**src/rtl/seg_scan_capture.sv**
```systemverilog
// seg_scan_capture
//   Receive side of a multiplexed 7-segment display path. It synchronises the
//   scanned cathode bus (Cx) and anode bus (AN) into sysCLK and waits for the
//   combined {AN,Cx} value to settle. It then writes the settled segment
//   pattern into the slot selected by the single low anode line, and decodes
//   that pattern back to a hex nibble.
//
// Ports
//   sysCLK      system clock (only clock)
//   resetN      asynchronous active-low reset
//   Cx[7:0]     cathode bus, active-low; [6:0] = g..a, [7] = DP
//   AN[D-1:0]   anode bus, active-low one-hot
//   clr         synchronous clear of captured flags and frame tracking
//   digit_pat   raw captured Cx per slot, slot i at [8i+7:8i]
//   digit_hex   decoded nibble per slot, slot i at [4i+3:4i]
//   hex_ok      slot pattern (DP ignored) is one of the 16 hex glyphs
//   captured    slot committed since reset/clr
//   frame_done  one-cycle pulse when a new scan frame starts
//   scan_err    one-cycle pulse when a settled AN has more than one low bit
//
// Optional feature macro: SEG_CAPTURE_TIMEOUT_EN
//   When defined, each slot has a staleness counter. A slot that is not
//   refreshed for TIMEOUT cycles drops its captured and hex_ok bits.
//   digit_pat is kept.

module seg_scan_capture #(
    parameter int DIGITS  = 8,
    parameter int SETTLE  = 4,
    parameter int TIMEOUT = 1_000_000
) (
    input  logic                  sysCLK,
    input  logic                  resetN,
    input  logic [7:0]            Cx,
    input  logic [DIGITS-1:0]     AN,
    input  logic                  clr,
    output logic [DIGITS*8-1:0]   digit_pat,
    output logic [DIGITS*4-1:0]   digit_hex,
    output logic [DIGITS-1:0]     hex_ok,
    output logic [DIGITS-1:0]     captured,
    output logic                  frame_done,
    output logic                  scan_err
);

    localparam int         IW         = (DIGITS > 1) ? $clog2(DIGITS) : 1;
    localparam logic [7:0] CNT_COMMIT = 8'(SETTLE - 1);
    localparam logic [7:0] CNT_MAX    = 8'(SETTLE);

    logic [7:0]        cx_s1, cx_s2, cx_prev;
    logic [DIGITS-1:0] an_s1, an_s2, an_prev;
    logic [7:0]        cnt;
    logic [DIGITS-1:0] frame_mask;

    logic              same;
    logic              commit;
    logic [DIGITS-1:0] an_sel;
    logic              one_sel;
    logic              multi_sel;
    logic [IW-1:0]     sel_idx;
    logic [4:0]        dec;        // {ok, nibble}
    logic [DIGITS-1:0] expire;

    // Active-low glyph table. The returned value is {match, nibble}.
    function automatic logic [4:0] decode(input logic [6:0] c);
        logic [4:0] r;
        case (c)
            7'h40:   r = 5'h10;
            7'h79:   r = 5'h11;
            7'h24:   r = 5'h12;
            7'h30:   r = 5'h13;
            7'h19:   r = 5'h14;
            7'h12:   r = 5'h15;
            7'h02:   r = 5'h16;
            7'h78:   r = 5'h17;
            7'h00:   r = 5'h18;
            7'h10:   r = 5'h19;
            7'h08:   r = 5'h1A;
            7'h03:   r = 5'h1B;
            7'h46:   r = 5'h1C;
            7'h21:   r = 5'h1D;
            7'h06:   r = 5'h1E;
            7'h0E:   r = 5'h1F;
            default: r = 5'h00;
        endcase
        return r;
    endfunction

    // Two-flop synchroniser, previous-sample register and settle counter.
    always_ff @(posedge sysCLK or negedge resetN) begin
        if (!resetN) begin
            cx_s1   <= '0;
            cx_s2   <= '0;
            cx_prev <= '0;
            an_s1   <= '0;
            an_s2   <= '0;
            an_prev <= '0;
            cnt     <= '0;
        end else begin
            cx_s1   <= Cx;
            cx_s2   <= cx_s1;
            cx_prev <= cx_s2;
            an_s1   <= AN;
            an_s2   <= an_s1;
            an_prev <= an_s2;
            if (!same)
                cnt <= '0;
            else if (cnt != CNT_MAX)
                cnt <= cnt + 8'd1;
        end
    end

    assign same   = (an_s2 == an_prev) && (cx_s2 == cx_prev);
    // cnt passes SETTLE-1 exactly once per stable run, so a commit fires once
    // per settled value. The counter then parks at SETTLE.
    assign commit = same && (cnt == CNT_COMMIT);

    assign an_sel    = ~an_s2;
    assign multi_sel = (an_sel & (an_sel - DIGITS'(1))) != '0;
    assign one_sel   = (an_sel != '0) && !multi_sel;
    assign dec       = decode(cx_s2[6:0]);

    always_comb begin
        sel_idx = '0;
        for (int i = 0; i < DIGITS; i++)
            if (an_sel[i]) sel_idx = IW'(i);
    end

`ifdef SEG_CAPTURE_TIMEOUT_EN
    localparam int TW = $clog2(TIMEOUT + 1);
    logic [TW-1:0] stale [DIGITS];

    always_ff @(posedge sysCLK or negedge resetN) begin
        if (!resetN) begin
            for (int i = 0; i < DIGITS; i++) stale[i] <= '0;
        end else begin
            for (int i = 0; i < DIGITS; i++) begin
                if (commit && one_sel && (sel_idx == IW'(i)))
                    stale[i] <= '0;
                else if (stale[i] != TW'(TIMEOUT))
                    stale[i] <= stale[i] + TW'(1);
            end
        end
    end

    // Fires on the edge where the counter reaches TIMEOUT.
    always_comb begin
        for (int i = 0; i < DIGITS; i++)
            expire[i] = (stale[i] == TW'(TIMEOUT - 1));
    end
`else
    assign expire = '0;
`endif

    // Capture registers and frame tracking. Later assignments win, so a commit
    // overrides a clr or expiry on the same edge.
    always_ff @(posedge sysCLK or negedge resetN) begin
        if (!resetN) begin
            digit_pat  <= '1;
            digit_hex  <= '0;
            hex_ok     <= '0;
            captured   <= '0;
            frame_mask <= '0;
            frame_done <= 1'b0;
            scan_err   <= 1'b0;
        end else begin
            frame_done <= 1'b0;
            scan_err   <= 1'b0;
            if (clr) begin
                captured   <= '0;
                frame_mask <= '0;
            end
            for (int i = 0; i < DIGITS; i++) begin
                if (expire[i]) begin
                    captured[i] <= 1'b0;
                    hex_ok[i]   <= 1'b0;
                end
            end
            if (commit) begin
                if (multi_sel) begin
                    scan_err <= 1'b1;
                end else if (one_sel) begin
                    digit_pat[sel_idx*8 +: 8] <= cx_s2;
                    digit_hex[sel_idx*4 +: 4] <= dec[3:0];
                    hex_ok[sel_idx]           <= dec[4];
                    captured[sel_idx]         <= 1'b1;
                    // Revisiting a slot already seen this frame starts a new frame.
                    if (frame_mask[sel_idx]) begin
                        frame_done <= 1'b1;
                        frame_mask <= DIGITS'(1) << sel_idx;
                    end else begin
                        frame_mask[sel_idx] <= 1'b1;
                    end
                end
            end
        end
    end

endmodule

```
**config.mk**
```make
export PLATFORM = sky130hd
export DESIGN_NAME = seg_scan_capture
export DESIGN_NICKNAME = d
export VERILOG_FILES = /design/src/rtl/seg_scan_capture.sv
export SDC_FILE = /design/constraint.sdc
export NUM_CORES = 1
export LEC_CHECK = 0
export ABC_AREA = 0
export CAP_MARGIN = 20
export CORE_UTILIZATION = 35
export DETAILED_ROUTE_END_ITERATION = 10
export PLACE_DENSITY_LB_ADDON = 0.3
export SLEW_MARGIN = 15
export SYNTH_ARGS = -nofsm -noshare
export SYNTH_HDL_FRONTEND = slang
export SYNTH_SLANG_ARGS = --single-unit
```
**constraint.sdc**
```tcl
create_clock -name sysCLK -period 3.3 [get_ports sysCLK]
set_clock_uncertainty 0.2 [all_clocks]
set_input_delay 0.33 -clock sysCLK [delete_from_list [all_inputs] [get_ports sysCLK]]
set_output_delay 0.33 -clock sysCLK [all_outputs]
set_load 0.03 [all_outputs]
```
==> impl_results.md <==
- CTS tree: yes
- Synthesized instance count: 569
- CP Class: reg2reg
- H-Tree Depth: 4
- Number of warnings issued by yosys: 0
- Fmax: 324 MHz
- Kind of end point of the critical path: flip-flop
- Multi-input logic area: 2610 um2
- Regs by FF count: digit_pat: 64 flops, digit_hex: 32 flops
- Total half-perimeter wirelength after legalization and detailed placement: 12700 um
- Largest buffer count on any clock path: 2
- Count of buffers from port buffering: 132
- Vias after detailed routing: 4890
- First-pass GRT wire length: 29000 um
- Count of flip-flops with a built-in enable after synthesis: 0
- Hold violation total from the final report: 0
- Horizontal extent of the die: 148 um
- Starting Density: 36.2%
- Later-pin clock latency in the skew report: 0.43 ns
- Arrival time of the worst setup path: 3.21 ns
- Final critical-path required period: 3.09 ns
- Slew margin rel.: 51.0%
- Remaining antenna violation count: 0
- Number of remaining DRC errors: 0
- Grt ovf: 0
- Floorplan die area: 21800 um2
- Post-route clock period utilization: 93.6%
- Num rows: 52
- Reported leakage power: 4.15 nW
- Placeable core region: 20500 um2
- R2r setup slk: 0.21 ns
- IR Drop Worst-Case VDD: 0.000329 V
- Required time at the endpoint of the critical path: 3.43 ns
- Post-Route WL: 17500 um
- Cell variety after synth: 62
- Sequential element share of the synthesized area: 61.1%
- Actual transition at the worst max-transition pin: 0.735 ns
- Gr usage total: 17.4%
- Synthesized area per cell: 13.1 um2
- Detailed-route vias per instance: 4.90
- Outcome: finished, final reports clean
- Reported max-cap violation count: 0
- TritonCTS buffer count: 17
- Layout net count: 743
- Number of global-route vias before repair: 5282
- Non-filler cells, final: 998
- Number of synthesized register bits: 178
- Unrepaired setup endpoints after global routing: no
- Share of flip-flops with an asynchronous set or reset: 100%
- Filler cell count: 1828
- Mean routed wirelength per cell: 17.6 um
- Placed Cells: 964
- Total count of max-transition violations in the final report: 0
- Max reg flops: 64
- Prevailing post-synth register cell: sky130_fd_sc_hd__dfrtp_1
- Sum of negative setup slack: 0 ns
- Flip-flop and latch area: 4540 um2
- Library cell used as clock root buffer: sky130_fd_sc_hd__clkbuf_16
- Synthesized net count: 597
- Final weighted congestion in routability-driven placement: 0.871
- Count of final setup violators: 0
- Number of top-level pins: 133
- Power density of the placed cells: 454 nW/um2
- Die Y: 148 um
- Antenna violations before repair: 0
- Clk slew on worst S/H paths: 0.07 ns
- Register with the most flip-flops: digit_pat
- Area growth from synthesis to layout: 30.5%
- Initial DRC count: 211
- Number of antenna repair diodes: 0
- Total number of clock tree sinks: 178
- Largest fanout of any net on the critical path: 12
- First drt pass iteration count: 4
- Largest net degree at the start of global routing: 80
- Path category of the worst min-delay check: in2reg
- Kind of launch point of the worst setup path: flip-flop
- Fraction of layout cells with a size suffix above 1: 28.8%
- Mapped cell area: 7430 um2
- Setup fix buffers added after clock tree synthesis: 0
-- cell usage in the layout (no fill, tap or decap), types with 3 or more instances in the layout --
cell type	instances
sky130_fd_sc_hd__dfrtp_1	112
sky130_fd_sc_hd__mux2_2	61
sky130_fd_sc_hd__a22oi_1	3
sky130_fd_sc_hd__a21oi_1	15
sky130_fd_sc_hd__o22ai_1	6
sky130_fd_sc_hd__clkdlybuf4s50_1	131
sky130_fd_sc_hd__nand3_1	12
sky130_fd_sc_hd__a2bb2oi_1	7
sky130_fd_sc_hd__inv_1	19
sky130_fd_sc_hd__ha_1	9
sky130_fd_sc_hd__clkbuf_16	17
sky130_fd_sc_hd__mux2_1	32
sky130_fd_sc_hd__nor2b_1	10
sky130_fd_sc_hd__nor2_1	27
sky130_fd_sc_hd__nand2_1	43
sky130_fd_sc_hd__dfstp_2	64
sky130_fd_sc_hd__nor3_1	5
sky130_fd_sc_hd__a31oi_1	3
sky130_fd_sc_hd__nand4_1	4
sky130_fd_sc_hd__nor4_1	6
sky130_fd_sc_hd__inv_6	5
sky130_fd_sc_hd__inv_2	3
sky130_fd_sc_hd__nand2b_1	4
sky130_fd_sc_hd__inv_8	5
sky130_fd_sc_hd__a211o_1	3
sky130_fd_sc_hd__xor2_1	18
sky130_fd_sc_hd__o21ai_0	18
sky130_fd_sc_hd__buf_4	26
sky130_fd_sc_hd__or2_2	4
sky130_fd_sc_hd__o21ai_1	3
-- cell usage after synthesis (7+ instances only) --
| cell type | number | area, um2 |
|---|---|---|
| sky130_fd_sc_hd__nand2_1 | 43 | 161 |
| sky130_fd_sc_hd__a2bb2oi_1 | 7 | 61.3 |
| sky130_fd_sc_hd__dfrtp_1 | 114 | 2850 |
| sky130_fd_sc_hd__o21ai_0 | 18 | 90.1 |
| sky130_fd_sc_hd__a21oi_1 | 15 | 75.1 |
| sky130_fd_sc_hd__buf_2 | 8 | 40.0 |
| sky130_fd_sc_hd__nor2_1 | 27 | 101 |
| sky130_fd_sc_hd__mux2_2 | 61 | 687 |
| sky130_fd_sc_hd__nor2b_1 | 10 | 62.6 |
| sky130_fd_sc_hd__inv_1 | 19 | 71.3 |
| sky130_fd_sc_hd__xor2_1 | 18 | 158 |
| sky130_fd_sc_hd__ha_1 | 9 | 113 |
| sky130_fd_sc_hd__clkbuf_1 | 15 | 56.3 |
| sky130_fd_sc_hd__nand3_1 | 12 | 60.1 |
| sky130_fd_sc_hd__dfstp_2 | 64 | 1680 |
| sky130_fd_sc_hd__mux2_1 | 32 | 360 |
-- repair_timing --
action	in CTS	in global routing
hold buffers	1	0
hold endpoints to repair	46	0
gates resized for setup	0	2
setup endpoints to repair	0	16
-- path summary, 6_finish.rpt --
check                                endpoint      from  depth (start not counted)
worst max-delay path            digit_hex[10]  an_s2[6]                          9
worst min-delay path                 cx_s1[4]     Cx[4]                          1
worst max register to register  digit_hex[10]  an_s2[6]                          9
min in group asynchronous            an_s1[3]    resetN                          2
max in group asynchronous        digit_pat[7]    resetN                          3
worst min register to register       cx_s2[6]  cx_s1[6]                          0
-- where the power goes --
group | total, mW | leakage, nW | internal (mW) | switching, mW
Combinational | 0.211 | 1.72 | 0.0723 | 0.139
Sequential | 2.24 | 2.14 | 2.21 | 0.0222
Clock | 1.96 | 0.289 | 1.03 | 0.932
-- critical path, stage by stage, from the launching register on --
cell and delay, ns:
sky130_fd_sc_hd__dfrtp_1 0.55, sky130_fd_sc_hd__nand2_1 0.18, sky130_fd_sc_hd__a31o_2 0.28, sky130_fd_sc_hd__inv_1 0.09, sky130_fd_sc_hd__ha_1 0.22, sky130_fd_sc_hd__ha_1 0.26
sky130_fd_sc_hd__or4_1 0.49, sky130_fd_sc_hd__nor3_2 0.12, sky130_fd_sc_hd__buf_4 0.24, sky130_fd_sc_hd__mux2_2 0.36
-- cell type report --
cell class,count,share of cell area [%]
Clock buffer,18,4.53
Clock inverter,14,1.38
Inverter,22,0.852
Multi-Input combinational cell,335,26.9
Sequential cell,178,46.8
Tap cell,270,3.48
Timing Repair Buffer,161,16.0
-- routing by layer --
layer	GRT usage (%)	up-vias	routed length, um
met4	8.04	0	539
li1	-	2267	-
met2	28.2	121	8590
met5	0	-	0
met3	4.07	34	758
met1	22.0	2468	7650
-- logic make-up after synthesis --
family | synth area share, %
simple gates | 10.2
xor+xnor | 2.36
fa+ha+maj | 1.80
buf+inv | 3.77
mux | 14.5
compound gates | 6.28
flops | 61.1
-- per-stage QoR --
stage / area (um2) / utilization, % / power, mW / hold WS, ns / setup WS [ns]
6_report: 9700 / 47.3 / 4.41 / 0.127 / 0.212
5_1_grt: 9700 / 47.3 / 4.59 / 0.102 / 0.0277
4_1_cts: 9690 / 47.3 / 4.47 / 0.108 / 0.137
3_5_place_dp: 9100 / 44.4 / 2.49 / 0.136 / 0.154
3_3_place_gp: 9100 / 44.4 / 2.48 / 0.133 / 0.234
2_1_floorplan: 7430 / - / 2.37 / -0.166 / 0.0620
Note: power is estimated with default switching activity, not from simulation.
